$ cat src/rtl/imem_uart_loader.sv
// Boot loader: assembles a length-prefixed, XOR-checksummed little-endian word
// stream from the UART receiver and writes it into instruction memory.
module imem_uart_loader #(
    parameter logic [31:0] IMEM_BASE      = 32'h0000_0000,
    parameter int unsigned MAX_WORDS      = 1024,
    parameter int unsigned TIMEOUT_CYCLES = 1_000_000
) (
    input  logic        clk,
    input  logic        rst,
    input  logic        rx_valid,
    input  logic [7:0]  rx_data,
    output logic        rx_ready,
    output logic        imem_we,
    output logic [31:0] imem_waddr,
    output logic [31:0] imem_wdata,
    output logic        loader_done,
    output logic        load_error,
    output logic [15:0] words_loaded
);

    localparam logic [31:0] MAX_WORDS_C = 32'(MAX_WORDS);
    localparam logic [31:0] TIMEOUT_C   = 32'(TIMEOUT_CYCLES);

    typedef enum logic [2:0] {
        S_IDLE, S_LEN, S_DATA, S_WRITE, S_CSUM, S_DONE, S_ERR
    } state_t;

    function automatic logic [7:0] csum_update(input logic [7:0] acc, input logic [7:0] b);
        return acc ^ b;
    endfunction

    state_t      state_r, state_next_s;
    logic [1:0]  cnt_r, cnt_next_s;
    logic [31:0] len_r, len_next_s, len_full_s;
    logic [31:0] word_r, word_next_s;
    logic [7:0]  acc_r, acc_next_s;
    logic [31:0] timer_r, timer_next_s;
    logic [15:0] idx_r;
    logic        do_write_s, ready_next_s, accept_s, timeout_hit_s;
    logic        rx_ready_r, imem_we_r, loader_done_r, load_error_r;
    logic [31:0] imem_waddr_r, imem_wdata_r;

    assign accept_s      = rx_valid & rx_ready_r;
    assign timeout_hit_s = (TIMEOUT_C != 32'd0) && (timer_r == TIMEOUT_C - 32'd1);

    // State register
    always_ff @(posedge clk) begin
        if (!rst) begin
            state_r <= S_IDLE;
        end else begin
            state_r <= state_next_s;
        end
    end

    // Next-state and datapath next values; the length decision is taken on the
    // edge that accepts header byte 4, so no stray byte can slip in meanwhile.
    always_comb begin
        state_next_s = state_r;
        cnt_next_s   = cnt_r;
        len_next_s   = len_r;
        word_next_s  = word_r;
        acc_next_s   = acc_r;
        timer_next_s = timer_r;
        do_write_s   = 1'b0;
        len_full_s   = {rx_data, len_r[31:8]};
        case (state_r)
            S_IDLE: begin
                if (accept_s) begin
                    len_next_s   = len_full_s;
                    cnt_next_s   = 2'd1;
                    timer_next_s = 32'd0;
                    state_next_s = S_LEN;
                end else begin
                    state_next_s = S_IDLE;
                end
            end
            S_LEN: begin
                if (accept_s) begin
                    len_next_s   = len_full_s;
                    cnt_next_s   = cnt_r + 2'd1;
                    timer_next_s = 32'd0;
                    if (cnt_r != 2'd3) begin
                        state_next_s = S_LEN;
                    end else if (len_full_s == 32'd0) begin
                        state_next_s = S_DONE;
                    end else if (len_full_s > MAX_WORDS_C) begin
                        state_next_s = S_ERR;
                    end else begin
                        state_next_s = S_DATA;
                    end
                end else if (timeout_hit_s) begin
                    state_next_s = S_ERR;
                end else begin
                    timer_next_s = timer_r + 32'd1;
                end
            end
            S_DATA: begin
                if (accept_s) begin
                    word_next_s  = {rx_data, word_r[31:8]};
                    acc_next_s   = csum_update(acc_r, rx_data);
                    cnt_next_s   = cnt_r + 2'd1;
                    timer_next_s = 32'd0;
                    if (cnt_r == 2'd3) begin
                        do_write_s   = 1'b1;
                        state_next_s = S_WRITE;
                    end else begin
                        state_next_s = S_DATA;
                    end
                end else if (timeout_hit_s) begin
                    state_next_s = S_ERR;
                end else begin
                    timer_next_s = timer_r + 32'd1;
                end
            end
            S_WRITE: begin
                timer_next_s = 32'd0;
                // idx_r has already been bumped by the write itself
                if ({16'd0, idx_r} == len_r) begin
                    state_next_s = S_CSUM;
                end else begin
                    state_next_s = S_DATA;
                end
            end
            S_CSUM: begin
                if (accept_s) begin
                    timer_next_s = 32'd0;
                    if (rx_data == acc_r) begin
                        state_next_s = S_DONE;
                    end else begin
                        state_next_s = S_ERR;
                    end
                end else if (timeout_hit_s) begin
                    state_next_s = S_ERR;
                end else begin
                    timer_next_s = timer_r + 32'd1;
                end
            end
            S_DONE:  state_next_s = S_DONE;
            S_ERR:   state_next_s = S_ERR;
            default: state_next_s = S_ERR;
        endcase
    end

    // Ready is registered from the upcoming state so it always matches state_r
    always_comb begin
        ready_next_s = 1'b0;
        case (state_next_s)
            S_IDLE, S_LEN, S_DATA, S_CSUM: ready_next_s = 1'b1;
            default:                       ready_next_s = 1'b0;
        endcase
    end

    // Datapath and registered outputs
    always_ff @(posedge clk) begin
        if (!rst) begin
            cnt_r         <= 2'd0;
            len_r         <= 32'd0;
            word_r        <= 32'd0;
            acc_r         <= 8'd0;
            timer_r       <= 32'd0;
            idx_r         <= 16'd0;
            rx_ready_r    <= 1'b1;
            imem_we_r     <= 1'b0;
            imem_waddr_r  <= 32'd0;
            imem_wdata_r  <= 32'd0;
            loader_done_r <= 1'b0;
            load_error_r  <= 1'b0;
        end else begin
            cnt_r         <= cnt_next_s;
            len_r         <= len_next_s;
            word_r        <= word_next_s;
            acc_r         <= acc_next_s;
            timer_r       <= timer_next_s;
            rx_ready_r    <= ready_next_s;
            imem_we_r     <= do_write_s;
            loader_done_r <= (state_next_s == S_DONE);
            load_error_r  <= (state_next_s == S_ERR);
            if (do_write_s) begin
                imem_waddr_r <= IMEM_BASE + {14'd0, idx_r, 2'b00};
                imem_wdata_r <= word_next_s;
                idx_r        <= idx_r + 16'd1;
            end
        end
    end

    assign rx_ready     = rx_ready_r;
    assign imem_we      = imem_we_r;
    assign imem_waddr   = imem_waddr_r;
    assign imem_wdata   = imem_wdata_r;
    assign loader_done  = loader_done_r;
    assign load_error   = load_error_r;
    assign words_loaded = idx_r;

endmodule

$ cat config.mk
export PLATFORM = sky130hd
export DESIGN_NAME = imem_uart_loader
export DESIGN_NICKNAME = d
export VERILOG_FILES = /design/src/rtl/imem_uart_loader.sv
export SDC_FILE = /design/constraint.sdc
export NUM_CORES = 1
export LEC_CHECK = 0
export BUFFER_PORTS_ARGS = -buffer_cell sky130_fd_sc_hd__buf_2
export CORE_MARGIN = 2
export CORE_UTILIZATION = 60
export CTS_CLUSTER_DIAMETER = 60
export DETAILED_ROUTE_END_ITERATION = 12
export PLACE_DENSITY = 0.93
export SLEW_MARGIN = 20
export SYNTH_ARGS = -nofsm -noshare
export SYNTH_HDL_FRONTEND = slang
export SYNTH_SLANG_ARGS = --single-unit
$ cat constraint.sdc
create_clock -name clk -period 3 [get_ports clk]
set_input_delay 0.6 -clock clk [delete_from_list [all_inputs] [get_ports clk]]
set_output_delay 0.6 -clock clk [all_outputs]
set_load 0.02 [all_outputs]
# [Yosys cells after proc, flatten, opt, wreduce, memory -nomap -nowiden]
# Index checks and enable logic that the tools add are counted.
# Widths: inputs -> output; s select.
[op_classes] n_addsub=3 magnitude_cmp=1 n_eq_ne=18 mux=25 bitwise=2 reduce_logical=13
[ops] operator="$mux 32" n=5
[ops] operator="$pmux 32 s3" n=1
[ops] operator="$add 32x1->32 const B" n=1
[ops] operator="$eq 16x32->1" n=1
[ops] operator="$eq 32x20->1 const B" n=1
[ops] operator="$gt 32x11->1 const B" n=1
[ops] operator="$logic_not 32->1" n=1
[ops] operator="$mux 3" n=8
[ops] operator="$pmux 3 s6" n=1
[ops] operator="$add 16x1->16 const B" n=1
[ops] operator="$eq 3x3->1 const B" n=5
[ops] operator="$eq 3x2->1 const B" n=3
[ops] operator="$eq 8x8->1" n=1
[ops] operator="$xor 8x8->8" n=1
[ops] operator="$eq 3x1->1 const B" n=2
[ops] operator="$logic_not 3->1" n=2
[ops] operator="$mux 1" n=6
[ops] operator="$mux 2" n=3
[ops] operator="$reduce_and 3->1" n=2
[ops] operator="$ne 2x2->1 const B" n=2
[ops] operator="$pmux 2 s2" n=1
[ops] operator="$reduce_and 2->1" n=2
[ops] operator="$reduce_or 2->1" n=2
[ops] operator="$reduce_or 4->1" n=1
[ops] operator="other kinds (8)" n=8
[word_totals] regBits=177 input_bits=11 elab_cells=75

# [Logic depth before layout (Yosys ltp)]
[logic_depth] word_depth=9 ltp_mapped=9 depth_no_buf=7

# [Least setup slack after synthesis]
# OpenSTA, ideal clock, no wires.
[synth_path] kind="in2reg" start="input rx_valid" end="register timer_r[29]" arrival_time_ns=1.933 t_required_ns=2.872 slack_ns=0.940 path_stages=7 path_buffers=1 cell_sequence="a21oi_1 -> mux2_1 -> buf_2 -> a2111oi_4 -> nand4_1 -> xor2_1 -> nor2_1"
[synth_via] elab_chain_cells=3 word_cells_on_any_way=6 classes_between="eq/ne: 2; mux: 2; bitwise: 1; reduce/logical: 1"
[synth_lines] element="from (decl)" line_no="10" text="input logic rx_valid,"
[synth_lines] element="$and 1x1->1 (*)" line_no="43" text="assign accept_s = rx_valid & rx_ready_r;"
[synth_lines] element="$ne 3x3->1 (no source line) (tied with other cells)"
[synth_lines] element="$reduce_and 3->1 (no source line) / $pmux 32 s3 (equally long branches)"
[synth_lines] element="to (signal assigned)" line_no="173" text="timer_r <= timer_next_s;"
[synth_lines] element="to (decl)" line_no="37" text="logic [31:0] timer_r, timer_next_s;"
# Every way passes the cells marked *; elsewhere a longest branch is shown, timed or not.
# A chain may end at the register's enable or synchronous reset.

# [Final worst setup path]
[layout_path] start="register state_r[1]" end="register timer_r[29]"
[layout_via] elab_chain_cells=4 word_cells_on_any_way=11 classes_between="eq/ne: 6; mux: 1; reduce/logical: 4"
[layout_lines] element="from (decl)" line_no="32" text="state_t state_r, state_next_s;"
[layout_lines] element="from (signal assigned)" line_no="51" text="state_r <= state_next_s;"
[layout_lines] element="$eq 3x3->1 (tied with other cells)" line_no="66" text="case (state_r)"
[layout_lines] element="$reduce_or 3->1 (no source line)"
[layout_lines] element="$ne 3x3->1 (no source line) / $reduce_bool 3->1 (equally long branches)"
[layout_lines] element="$reduce_and 3->1 (no source line)"
# Parallel ways exist; a longest one is shown, timed or not.

==> flow_summary.toml <==
[setup_path]
path_common_cell = "nor2_1"
critPathTopFamily = "compound AO/OA/AOI/OAI gates"
startpoint = "state_r[1]"
cp-start-kind = "register"
cp_data_required_time_ps = 3320
path_buf_inv = 0
cp.depth = 6
cp_max_fo = 14
worstSetupEndpointType = "register"
cp.arrival_ps = 2780
crit_chain = "nor2_1 > mux2_1 > a2111oi_4 > nand4_1 > xor2_1 > nor2_1"
worstSetupPathType = "register to register"
rr_worst_depth = 6
slowest_stage = "a2111oi_4"
crit_path_max_incr_delay_ps = 620
r2r-end = "timer_r[29]"
worstReg2RegStart = "state_r[1]"
r2r_setup_slack_ps = 540

[logic_synthesis]
synth_fa_ha_area_frac = 0.005258
synth_compound_area_frac = 0.1213
ys_seq_area_frac = 0.4739
yosys_warnings = 0
synthXorXnorAreaFrac = 0.08587
syn_area_per_cell_um2 = 8.004
synth_edf_count = 0
synth.area.top_cells = "dfxtp_1, nand2_1, a21oi_1"
synth_top_family_by_area = "simple AND/OR/NAND/NOR gates"
synth-simple-area-share = 0.2597
synthDominantCellAreaShare = 0.4739
netlist_instances = 892
synth_top_area_cell = "dfxtp_1"
muxShareOfSynthArea = 0.002979
synth-seq-cells = 169
synth_area_um2 = 7139
synth_flop_cell = "dfxtp_1"
postSynth.asyncResetShare = 0
synth_cell_type_count = 55

[clock_tree]
clkTransAtPathRegs_ps = 60
cts_buffers = 17
cts_tree = "done"
cts_setup_buffers = 0
cts.htree.levels = 4
insertion_delay_ps = 440
cts_sinks = 169
cts_resized = 0
hold_buffers = 0
cts_max_path_buffers = 2
root_buffer = "clkbuf_16"

[die]
core_region_area_um2 = 11520
start_util = 0.6199
die-area_um2 = 12790
ios = 95
die_x_um = 113.1
dieHeight_um = 113.1
rows = 39

[placed_design]
dpl_worst_slack_ps = 501.7
io_buffers = 78
dp_hpwl_um = 10960
place_area_um2 = 7533
globalplace.congestion = 0.9251

[flow_run]
drv_cap = 0

[cells_and_area]
drive_gt1_frac = 0.1365
syn_to_final_growth_pct = 14.65
fin_nets = 962
fillers = 831
design_area_um2 = 8185

[drt]
drc = 3
drt_first_pass_iters = 10
routedWlPerCell_um = 15.33
drt_wl_total_um = 16920
vias_per_cell = 5.847
vias = 6455
drt_iter0_drc = 610
ant_nets = 0

[worst_hold_path]
hold_end = "words_loaded[3]"
min_from = "rst"
hold_class = "input pin to register"
worstHoldPathCells = 2

[global_routing]
grt_usage = 0.2733
antenna_found_initial = 1
grt.overflow.total = 0
grt_pass1_vias = 6086
grt_max_degree = 58
grt_pass1_wl_um = 28340

[power_and_ir_drop]
p_int_w = 0.003826
cellLeakagePower_nw = 3.070
power_switching_w = 0.001020
p_seq_frac = 0.470
combPwrFrac = 0.036
swShare = 0.2104
ir_drop_uv = 466.2
power.density_nw_per_um2 = 592.1
clkPwrFrac = 0.495

[sta]
hold_viol_final = 0
worst_slack_ps = 538.0
finalCritPeriodShare = 0.8207
finClkSkew_ps = 6.908
period_needed_ps = 2462
report.final.slew_viol_count = 0
clock.fmax_ghz = 0.4062
fin_hold_ws_ps = 442.6
tns_ps = 0
rsz0062_at_grt = "false"
worst_pin_slew_ps = 615.4
slew_headroom = 0.5898
finalSetupViolations = 0

[run_status]
violations = "design-rule violations"
status = "complete, but fails checks"
-- stage by stage --
stage,utilization,power [W],instances
after floorplan,-,0.002463,907
after detailed placement,0.6542,0.002491,1072
final,0.7108,0.004846,1104
after global routing,0.7108,0.004987,1104
after CTS,0.7106,0.004863,1103
after global placement,0.6542,0.002488,1072
-- placed cells by master, fill, tap and decap left out, types with 2 or more instances in the layout --
cell type  netlist  final
clkbuf_16        0     17
a21oi_1        121    121
dfxtp_1        169    169
and2_1           4      3
nor2_2           1      2
bufinv_16        0      5
buf_2            6     78
nand3_1         22     22
clkbuf_1        40      2
nor4b_1          4      4
o21ai_0         17     17
or3_1            8      8
o21a_1           2      2
buf_4           16     10
and4_1           2      2
nor2_1          73     72
nor4_1          13     13
nand2b_1         4      4
nand4_1         22     22
ha_1             3      3
nor3_1           8      8
xor2_1          33     33
or4_1            2      2
inv_6            0      2
inv_1           11     11
nand2_1        230    229
conb_1           1     16
a211oi_1         2      2
o311ai_0         2      2
xnor2_1         37     37
and3_1           9      9
clkbuf_8         0      2
-- routing by layer --
layer / wire, um / GRT usage / vias up / share of wire
met1: 7105 / 0.3458 / 3097 / 0.42
met3: 1048 / 0.07070 / 50 / 0.062
met2: 8250 / 0.4395 / 241 / 0.49
li1: - / - / 3067 / -
met5: 0 / 0 / - / 0
met4: 515 / 0.1268 / 0 / 0.030
-- registers in the layout, summed over array words and instances, names as in the netlist --
| name | flops |
|---|---|
| word_r | 24 |
| words_loaded | 16 |
| loader_done | 1 |
| len_r | 32 |
| acc_r | 8 |
| timer_r | 32 |
| imem_waddr | 16 |
| load_error | 1 |
| rx_ready | 1 |
| cnt_r | 2 |
| state_r | 3 |
| imem_wdata | 32 |
| imem_we | 1 |
-- how the worst max path moves through the flow --
| stage | slack (ps) | end |
|---|---|---|
| floorplan | 940 | timer_r[29] |
| global placement | 600 | timer_r[29] |
| detailed placement | 500 | timer_r[29] |
| CTS | 550 | timer_r[29] |
| global route | 260 | timer_r[29] |
| finish | 540 | timer_r[29] |
-- final cells by class --
class / instances / area, um^2 / share of cell area
antenna: 1 / 2.502 / 0.0003057
clock buffer: 21 / 460.4 / 0.05625
clock inverter: 10 / 188.9 / 0.02308
inverter: 12 / 47.55 / 0.005809
multi-input combinational: 660 / 3458 / 0.4225
sequential: 169 / 3383 / 0.4133
tap: 143 / 178.9 / 0.02186
timing repair buffer: 88 / 465.4 / 0.05686
-- worst register-to-register path: stages, from the launching register on --
cell       delay (ps)
dfxtp_1           580
nor2_1            170
mux2_1            520
a2111oi_4         630
nand4_1           210
xor2_1            190
nor2_1             50
-- synthesized netlist by cell type (2+ instances only) --
cell type / instances
a211oi_1: 2
a21oi_1: 121
and2_1: 4
and3_1: 9
and4_1: 2
buf_1: 4
buf_2: 6
buf_4: 16
clkbuf_1: 40
dfxtp_1: 169
ha_1: 3
inv_1: 11
nand2_1: 230
nand2b_1: 4
nand3_1: 22
nand4_1: 22
nor2_1: 73
nor3_1: 8
nor4_1: 13
nor4b_1: 4
o21a_1: 2
o21ai_0: 17
o311ai_0: 2
or3_1: 8
or4_1: 2
xnor2_1: 37
xor2_1: 33
-- cell families (layout without fill, tap and decap cells) --
logic type               after synthesis  in the layout
AO/OA/AOI/OAI                        156            156
adder cells (fa/ha/maj)                3              3
XOR/XNOR                              70             70
AND/OR/NAND/NOR                      413            413
other                                  1             17
buffers and inverters                 78            131
multiplexers                           2              2
flip-flops                           169            169
-- power by group through the flow --
| stage | clock [W] | sequential [W] | combinational, W |
|---|---|---|---|
| after floorplan | 0 | 0.00232 | 0.000144 |
| after global placement | 0 | 0.00232 | 0.000164 |
| after detailed placement | 0 | 0.00232 | 0.000166 |
| after CTS | 0.00242 | 0.00227 | 0.000169 |
| after global routing | 0.00252 | 0.00228 | 0.000189 |
| final | 0.00240 | 0.00228 | 0.000172 |
No activity file was read; power rests on OpenSTA's default activity.
